==> src/rtl/fifo_rd_sched_pkg.sv <==
// Shared types and elaboration helpers for the round-robin FIFO read scheduler.
// The optional word-count grant threshold is enabled by FIFO_RD_SCHED_THRESH_EN.
package fifo_rd_sched_pkg;

  typedef enum logic {
    StIdle  = 1'b0,
    StBurst = 1'b1
  } state_e;

  localparam int unsigned MinPorts = 2;
  localparam int unsigned MaxPorts = 16;
  localparam int unsigned MaxBurstLimit = 256;

  // Index width needed to address n items (at least one bit).
  function automatic int unsigned idx_width(input int unsigned n);
    int unsigned w;
    w = 1;
    while ((64'd1 << w) < 64'(n)) begin
      w = w + 1;
    end
    return w;
  endfunction

endpackage

==> src/rtl/fifo_rd_sched_rr_pick.sv <==
// Combinational round-robin picker: rotate the request vector so the search starts
// just past the last winner, priority-encode, then un-rotate back to a port index.
module fifo_rd_sched_rr_pick #(
  parameter int unsigned N = 4,
  parameter int unsigned W = 2
) (
  input  logic [N-1:0] req,
  input  logic [W-1:0] last,
  output logic         any,
  output logic [W-1:0] pick
);

  logic [N-1:0] rot;
  int unsigned  enc;
  int unsigned  src;
  int unsigned  dst;
  logic         found;

  always_comb begin
    rot   = '0;
    enc   = 0;
    src   = 0;
    dst   = 0;
    found = 1'b0;
    any   = |req;

    for (int i = 0; i < int'(N); i++) begin
      src    = (32'(last) + 32'd1 + 32'(i)) % N;
      rot[i] = req[src[W-1:0]];
    end

    for (int i = 0; i < int'(N); i++) begin
      if (!found && rot[i]) begin
        found = 1'b1;
        enc   = 32'(i);
      end
    end

    dst  = (32'(last) + 32'd1 + enc) % N;
    pick = dst[W-1:0];
  end

endmodule

==> src/rtl/fifo_rd_sched.sv <==
// Round-robin read scheduler draining N_PORTS FIFOs into one valid/ready channel.
// Define FIFO_RD_SCHED_THRESH_EN to require MIN_WORDS buffered words before a grant.
module fifo_rd_sched
  import fifo_rd_sched_pkg::*;
#(
  parameter int unsigned N_PORTS     = 4,
  parameter int unsigned N_PORTS_log = 2,
  parameter int unsigned MAX_BURST   = 8,
  parameter int unsigned BURST_log   = 3,
  parameter int unsigned N_log       = 8,
  parameter int unsigned MIN_WORDS   = 4
) (
  input  logic                         clk,
  input  logic                         rst_n,
  input  logic [N_PORTS-1:0]           i_port_en,
  input  logic [N_PORTS-1:0]           i_empty,
  input  logic [N_PORTS*(N_log+1)-1:0] i_words,
  output logic [N_PORTS-1:0]           o_advance,
  output logic [N_PORTS_log-1:0]       o_sel,
  output logic                         o_valid,
  input  logic                         i_ready,
  output logic                         o_busy
);

  localparam int unsigned WordW = N_log + 1;
  localparam logic [BURST_log-1:0] LastBeat = BURST_log'(MAX_BURST - 1);

  if (N_PORTS < MinPorts || N_PORTS > MaxPorts) begin : g_bad_ports
    $error("fifo_rd_sched: N_PORTS out of range");
  end
  if (N_PORTS_log != idx_width(N_PORTS)) begin : g_bad_sel_width
    $error("fifo_rd_sched: N_PORTS_log must equal ceil(log2(N_PORTS))");
  end
  if (MAX_BURST < 1 || MAX_BURST > MaxBurstLimit || BURST_log < 1 ||
      (64'd1 << BURST_log) < 64'(MAX_BURST)) begin : g_bad_burst
    $error("fifo_rd_sched: MAX_BURST/BURST_log inconsistent");
  end

  state_e                   state_q, state_d;
  logic [N_PORTS_log-1:0]   sel_q, sel_d;
  logic [N_PORTS_log-1:0]   rr_last_q, rr_last_d;
  logic [BURST_log-1:0]     burst_cnt_q, burst_cnt_d;

  logic [N_PORTS-1:0]       elig;
  logic                     pick_any;
  logic [N_PORTS_log-1:0]   pick_idx;
  logic                     pop;
  logic                     burst_end;

`ifdef FIFO_RD_SCHED_THRESH_EN
  localparam logic [WordW-1:0] MinWordsW = WordW'(MIN_WORDS);

  logic [N_PORTS-1:0] thresh_ok;
  logic [WordW-1:0]   word_cnt;

  // MSB set means the FIFO is full, which always qualifies.
  always_comb begin
    thresh_ok = '0;
    word_cnt  = '0;
    for (int p = 0; p < int'(N_PORTS); p++) begin
      word_cnt     = i_words[p*WordW +: WordW];
      thresh_ok[p] = (word_cnt >= MinWordsW) | word_cnt[WordW-1];
    end
  end

  assign elig = i_port_en & ~i_empty & thresh_ok;
`else
  logic unused_words;
  assign unused_words = ^i_words;

  assign elig = i_port_en & ~i_empty;
`endif

  fifo_rd_sched_rr_pick #(
    .N (N_PORTS),
    .W (N_PORTS_log)
  ) u_rr_pick (
    .req  (elig),
    .last (rr_last_q),
    .any  (pick_any),
    .pick (pick_idx)
  );

  // Outputs are decoded from registered state so reset drops them immediately.
  always_comb begin
    o_busy    = (state_q == StBurst);
    o_valid   = o_busy & ~i_empty[sel_q];
    pop       = o_valid & i_ready;
    o_advance = pop ? (N_PORTS'(1) << sel_q) : '0;
    o_sel     = sel_q;
  end

  always_comb begin
    state_d     = state_q;
    sel_d       = sel_q;
    rr_last_d   = rr_last_q;
    burst_cnt_d = burst_cnt_q;
    burst_end   = 1'b0;

    unique case (state_q)
      StIdle: begin
        if (pick_any) begin
          sel_d       = pick_idx;
          burst_cnt_d = '0;
          state_d     = StBurst;
        end
      end
      StBurst: begin
        // A pop always completes; disable or empty only release on a non-pop cycle.
        if (pop) begin
          if (burst_cnt_q == LastBeat) begin
            burst_end   = 1'b1;
            burst_cnt_d = '0;
          end else begin
            burst_cnt_d = burst_cnt_q + 1'b1;
          end
        end else if (i_empty[sel_q] || !i_port_en[sel_q]) begin
          burst_end = 1'b1;
        end

        if (burst_end) begin
          rr_last_d = sel_q;
          state_d   = StIdle;
        end
      end
      default: state_d = StIdle;
    endcase
  end

  always_ff @(posedge clk or negedge rst_n) begin
    if (!rst_n) begin
      state_q     <= StIdle;
      sel_q       <= '0;
      rr_last_q   <= N_PORTS_log'(N_PORTS - 1);
      burst_cnt_q <= '0;
    end else begin
      state_q     <= state_d;
      sel_q       <= sel_d;
      rr_last_q   <= rr_last_d;
      burst_cnt_q <= burst_cnt_d;
    end
  end

endmodule

==> config.mk <==
export PLATFORM = sky130hd
export DESIGN_NAME = fifo_rd_sched
export DESIGN_NICKNAME = d
export VERILOG_FILES = /design/src/rtl/fifo_rd_sched_pkg.sv /design/src/rtl/fifo_rd_sched_rr_pick.sv /design/src/rtl/fifo_rd_sched.sv
export SDC_FILE = /design/constraint.sdc
export NUM_CORES = 1
export LEC_CHECK = 0
export CAP_MARGIN = 30
export CORE_MARGIN = 2
export CORE_UTILIZATION = 34
export DETAILED_ROUTE_END_ITERATION = 6
export PLACE_DENSITY = 0.79
export SYNTH_ARGS = -nofsm -noshare
export SYNTH_HDL_FRONTEND = slang
export SYNTH_SLANG_ARGS = --single-unit
export TNS_END_PERCENT = 30
==> constraint.sdc <==
create_clock -name clk -period 2.67 [get_ports clk]
set_clock_uncertainty 0.1 [all_clocks]
set_input_delay 0.4005 -clock clk [delete_from_list [all_inputs] [get_ports clk]]
set_output_delay 0.4005 -clock clk [all_outputs]
set_load 0.1 [all_outputs]
Word-level counts from Yosys, hierarchy flattened
Index checks and enable logic that the tools add are counted.
{"block": "word_totals", "reg_bits": 8, "word_cells": 67, "inputBits": 47}
{"block": "op_classes", "n_eq_ne": 3, "n_bitwise": 6, "n_reduce_logical": 12, "add_sub_neg": 6, "n_lt_le_gt_ge": 5, "n_shift": 1, "mux": 30}
{"cell": "$mux 1", "count": 16}
{"cell": "$lt 2x3->1 const B", "count": 5}
{"cell": "$bmux 1 s2", "count": 6}
{"cell": "$mux 3", "count": 3}
{"cell": "$pmux 3 s2", "count": 1}
{"cell": "$reduce_and 2->1", "count": 3}
{"cell": "$add 2x1->2 const B", "count": 2}
{"cell": "$add 2x2->2 const B", "count": 2}
{"cell": "$and 4x4->4", "count": 1}
{"cell": "$logic_not 1->1", "count": 4}
{"cell": "$mux 2", "count": 2}
{"cell": "$mux 4", "count": 1}
{"cell": "$not 4->4", "count": 1}
{"cell": "$reduce_or 4->1", "count": 1}
{"cell": "$shl 1x2->4 const A", "count": 1}
{"cell": "$add 3x1->3 const B", "count": 1}
{"cell": "$eq 3x3->1 const B", "count": 1}
{"cell": "$logic_and 1x1->1", "count": 3}
{"cell": "$add 2x2->2", "count": 1}
{"cell": "$and 1x1->1", "count": 2}
{"cell": "$ne 2x1->1 const B", "count": 1}
{"cell": "$ne 2x2->1 const B", "count": 1}
{"cell": "$not 1->1", "count": 2}
{"cell": "$pmux 1 s2", "count": 1}
{"cell": "$logic_or 1x1->1", "count": 1}

Longest topological paths before layout
{"block": "logic_depth", "depth_word": 15, "ltp_mapped": 11, "mapped_depth_nobuf": 11}

By module
Synthesis repeated with hierarchy kept, for this count alone.
{"block": "hier_totals", "hier_cells": 79, "hier_area_um2": 701.9}
{"module": "fifo_rd_sched", "cells_each": 52, "area_each_um2": 543.0, "instances": 1, "seq_area_each_um2": 202.7}
{"module": "fifo_rd_sched_rr_pick", "cells_each": 27, "area_each_um2": 158.9, "instances": 1, "seq_area_each_um2": 0.0}

Worst setup path after synthesis
Ideal clock, no wire load.
{"block": "synth_timing", "path_type": "reg2out", "from": "register sel_q[1], in the netlist o_sel[1]", "to": "output o_advance[1]", "required_ns": 2.169, "stages_incl_launch_ff": 6, "t_arrival_ns": 3.695, "setup_slack_ns": -1.525, "cell_sequence": "dfrtp_1 > buf_6 > mux4_2 > nor2b_4 > nand2_4 > nor3b_2"}
{"block": "synth_between", "elab_chain_len": 6, "word_cells_on_any_way": 7, "classes_between": "shift (1); mux (3); bitwise (3)"}
{"element": "start: declaration", "line": "fifo_rd_sched.sv:40", "rtl": "logic [N_PORTS_log-1:0] sel_q, sel_d;"}
{"element": "start signal: assignment", "line": "fifo_rd_sched.sv:138", "rtl": "sel_q <= sel_d;"}
{"element": "$bmux 1 s2", "line": "fifo_rd_sched.sv:87", "rtl": "o_valid = o_busy & ~i_empty[sel_q];"}
{"element": "$mux 1 (not written as such)", "line": "fifo_rd_sched.sv:87"}
{"element": "$not 1->1", "line": "fifo_rd_sched.sv:87"}
{"element": "$and 1x1->1", "line": "fifo_rd_sched.sv:87"}
{"element": "named net o_valid", "line": "fifo_rd_sched.sv:20", "rtl": "output logic o_valid,"}
{"element": "$and 1x1->1", "line": "fifo_rd_sched.sv:88", "rtl": "pop = o_valid & i_ready;"}
{"element": "$mux 4", "line": "fifo_rd_sched.sv:89", "rtl": "o_advance = pop ? (N_PORTS'(1) << sel_q) : '0;"}
{"element": "end: declaration", "line": "fifo_rd_sched.sv:18", "rtl": "output logic [N_PORTS-1:0] o_advance,"}
The timed path passes the listed nets, and every way through them passes these cells. The select of a mux whose other input is x is not followed.

Final worst setup path
{"block": "layout_timing", "from": "register sel_q[1], in the netlist o_sel[1]", "to": "output o_advance[1]"}
{"block": "layout_between", "elab_chain_len": 6, "word_cells_on_any_way": 7, "classes_between": "shift (1); mux (3); bitwise (3)"}
{"element": "$bmux 1 s2", "line": "fifo_rd_sched.sv:87"}
{"element": "$mux 1 (not written as such)", "line": "fifo_rd_sched.sv:87"}
{"element": "$not 1->1", "line": "fifo_rd_sched.sv:87"}
{"element": "$and 1x1->1", "line": "fifo_rd_sched.sv:87"}
{"element": "$and 1x1->1", "line": "fifo_rd_sched.sv:88"}
{"element": "$mux 4 *", "line": "fifo_rd_sched.sv:89"}
Mark *: on every way between the ends. The rest lies on a longest branch, timed or not. The select of a mux whose other input is x is not followed.

==> impl_results.md <==
- Setup slack, reg-to-reg: ~0.22 ns
- R2R Path Start: rr_last_q[0]$_DFFE_PN1P_
- Synthesized area: about 770 um^2
- Crit path to: o_advance[1]
- Reg-to-Reg End: o_sel[1]$_DFFE_PN0P_
- Max-Cap Viols: 0
- CTS root buf: clkbuf_4
- Yosys top cell by area: dfrtp_1
- Lkg Pwr: 0.000523 uW
- Peak Freq: roughly 400 MHz
- Average routed wire per standard cell: 13.9 um
- Post-synth EDFFs: 0
- Yosys Warn Count: 0
- Sequential share of the synthesized area: between 20% and 30%
- Syn_area_per_cell: roughly 10 um^2
- CTS tree: yes
- Outcome: finished clean
- Syn Inst Count: 76
- Crit path from: o_sel[1]$_DFFE_PN0P_
- GR Util All Layers: 15.1%
- Async S/R FF share, synth: 100%
- Antenna diodes: 0
- Library cells used by synthesis: between 40 and 50
- Final Slew Violations: 0
- CTS buffer count: 3
- Setup TNS: 0 ns
- Die ar.: between 2000 and 3000 um^2
- Finished Layout Cells: ~140
- Layout cell share with drive strength beyond 1: between 40% and 50%
- Peak VDD IR: 0.000541 V
- Die span in y: a little over 50 um
- Pwr Total: between 1000 and 1500 uW
- HP Class: in -> async
- Synth top area cells: dfrtp_1 19%, dfstp_2 6.8%, mux4_2 5.8%, ha_1 4.9%, nand3_1 3.9%
- Global route overflow: 0
- Area growth, synth to finish: 54.9%
- Rows: 17
- Top cell type's share of synthesized area: roughly a fifth
- Vias per std cell: between 5 and 6
- Grt peak-use layer: met2
- Residual DRC: 0
- R2r worst-path depth: 10
- Final hold violation count: 0
- Setup ws final: ~0.097 ns
- Post-route ant nets: 0
- Gp weighted congestion: slightly below 0.8
- Syn nets: about 130
- Initial antenna violation count: 0
- Initial DRC count: 9
- Flops & latches, synth: 8
- Post-CTS Hold Buffers: 0
- Primary FF master, synth: dfrtp_1
- Post-synth top cells: 6 x dfrtp_1, 6 x nand2_1, 6 x nand3_1
- Final wirelength: 1.94 mm
- I/O pin count: 55
- Critical Path RT: between 2 and 2.5 ns
- Grt met3 use: less than 1%
- Clock buffer depth: 2
- Worst setup EP type: output port
- Grt met2 use: between 20% and 30%
- Vias in the first global route: 746
- Core Footprint: between 2000 and 2500 um^2
- Critical Path AT: between 2 and 2.5 ns
- First-pass GRT wire length: 3.06 mm
- RSZ-0062 raised after global routing: true
- Nets: about 160
- Period utilization: a little over nine tenths
- Crit path launch type: flip-flop
- Clock latency on the worst-skew pair: approximately 0.25 ns
- Slew headroom: a little under 80%
- Met1 Use GR: between 15 and 20%
- Post-Place Cells: 131
- Clock transition at the registers of the reported paths: ~0.050 ns
- Via count of the routed design: roughly 750
- Pwr dens: roughly 1100 nW/um^2
- Setup Viol. Count Final: 0
- Drt first pass iters: 3
- DP HPWL: around 1.5 mm
- Largest net degree at the start of global routing: 10
- Critical Path Fanout Max: 9
- Die width: roughly 52 um
- Critical path class: reg -> out
- CTS H-tree depth: 1
- TritonCTS Sinks: 8
- Worst Max-Slew Pin Slew: approximately 0.34 ns
- Starting density of the core: between 30 and 40%
- Dpl ws: -0.212 ns
- Input/output buffers: 18
- Final worst path period need: roughly 2.6 ns
timing repair:
item	4_1_cts	5_1_grt
endpoints found under the hold margin	0	0
setup buffers	4	0
endpoints found under the setup margin	2	2
gates resized for setup	1	9
pin swaps	1	2
gates cloned	0	0
flip-flops by register name (all words and copies together), names as in the netlist:
name	flops
rr_last_q	2
burst_cnt_q	3
o_busy	1
o_sel	2
layer usage:
metal,part of all wire [%],vias to the layer above
met5,0,-
met4,0.72,0
met3,2.0,2
met2,54,11
met1,43,376
li1,-,359
worst max-delay path, stage by stage (launching register included):
cell and delay, ns:
dfrtp_4 0.52, mux4_2 0.57, nor2b_4 0.17, nand2_4 0.10
nor3b_4 0.24, buf_12 0.21
area by class of cell:
type	instances	area [um^2]
sequential	8	208
timing repair buffer	35	354
clock buffer	4	26.3
tap	28	35.0
inverter	3	11.3
multi-input combinational	61	559
fill	198	976
logic make-up (layout without fill, tap and decap cells):
kind of cell             count (synthesis)  after routing  synth area share [%]
AND/OR/NAND/NOR                         32             32                  26.9
AO/OA/AOI/OAI                           19             19                  22.2
flip-flops                               8              8                  26.3
buffers and inverters                    7             42                  6.33
multiplexers                             5              5                  11.0
adder cells (fa/ha/maj)                  3              3                  4.87
XOR/XNOR                                 2              2                  2.27
worst min path at each step:
stage / start / end / slack [ns] / cells after the start
after floorplan: rst_n / burst_cnt_q[0]$_DFFE_PN0P_ / 0.005 / 0
after global placement: burst_cnt_q[0]$_DFFE_PN0P_ / burst_cnt_q[0]$_DFFE_PN0P_ / 0.38 / 1
after detailed placement: burst_cnt_q[0]$_DFFE_PN0P_ / burst_cnt_q[0]$_DFFE_PN0P_ / 0.40 / 1
after CTS: rst_n / burst_cnt_q[0]$_DFFE_PN0P_ / 0.33 / 1
after global routing: rst_n / burst_cnt_q[0]$_DFFE_PN0P_ / 0.35 / 1
final: rst_n / burst_cnt_q[2]$_DFFE_PN0P_ / 0.32 / 1
cell usage in the layout (no fill, tap or decap), types with 3 or more instances in the layout:
cell type        instances
buf_4                   20
clkdlybuf4s50_1          7
nand3_1                  6
nand2_1                  6
o21ai_1                  5
buf_12                   5
dfrtp_1                  4
nor2b_4                  3
inv_1                    3
nand2b_1                 3
ha_1                     3
clkbuf_4                 3
power breakdown:
group / total, uW / switching [uW] / leakage, uW / internal (uW)
registers: 330 / 135 / 0.0000951 / 194
logic: 906 / 525 / 0.000413 / 380
clock network: 95.6 / 38.6 / 0.0000150 / 57.0
total: 1330 / 699 / 0.000523 / 632
stage by stage:
step | area [um^2] | hold slack, ns | utilization (%)
final | 1190 | 0.321 | 55.0
after global routing | 1190 | 0.348 | 55.0
after CTS | 1170 | 0.329 | 53.8
after detailed placement | 1110 | 0.399 | 51.3
after global placement | 1110 | 0.382 | 51.3
after floorplan | 795 | 0.00491 | -
Power figures use the tool's default switching activity.
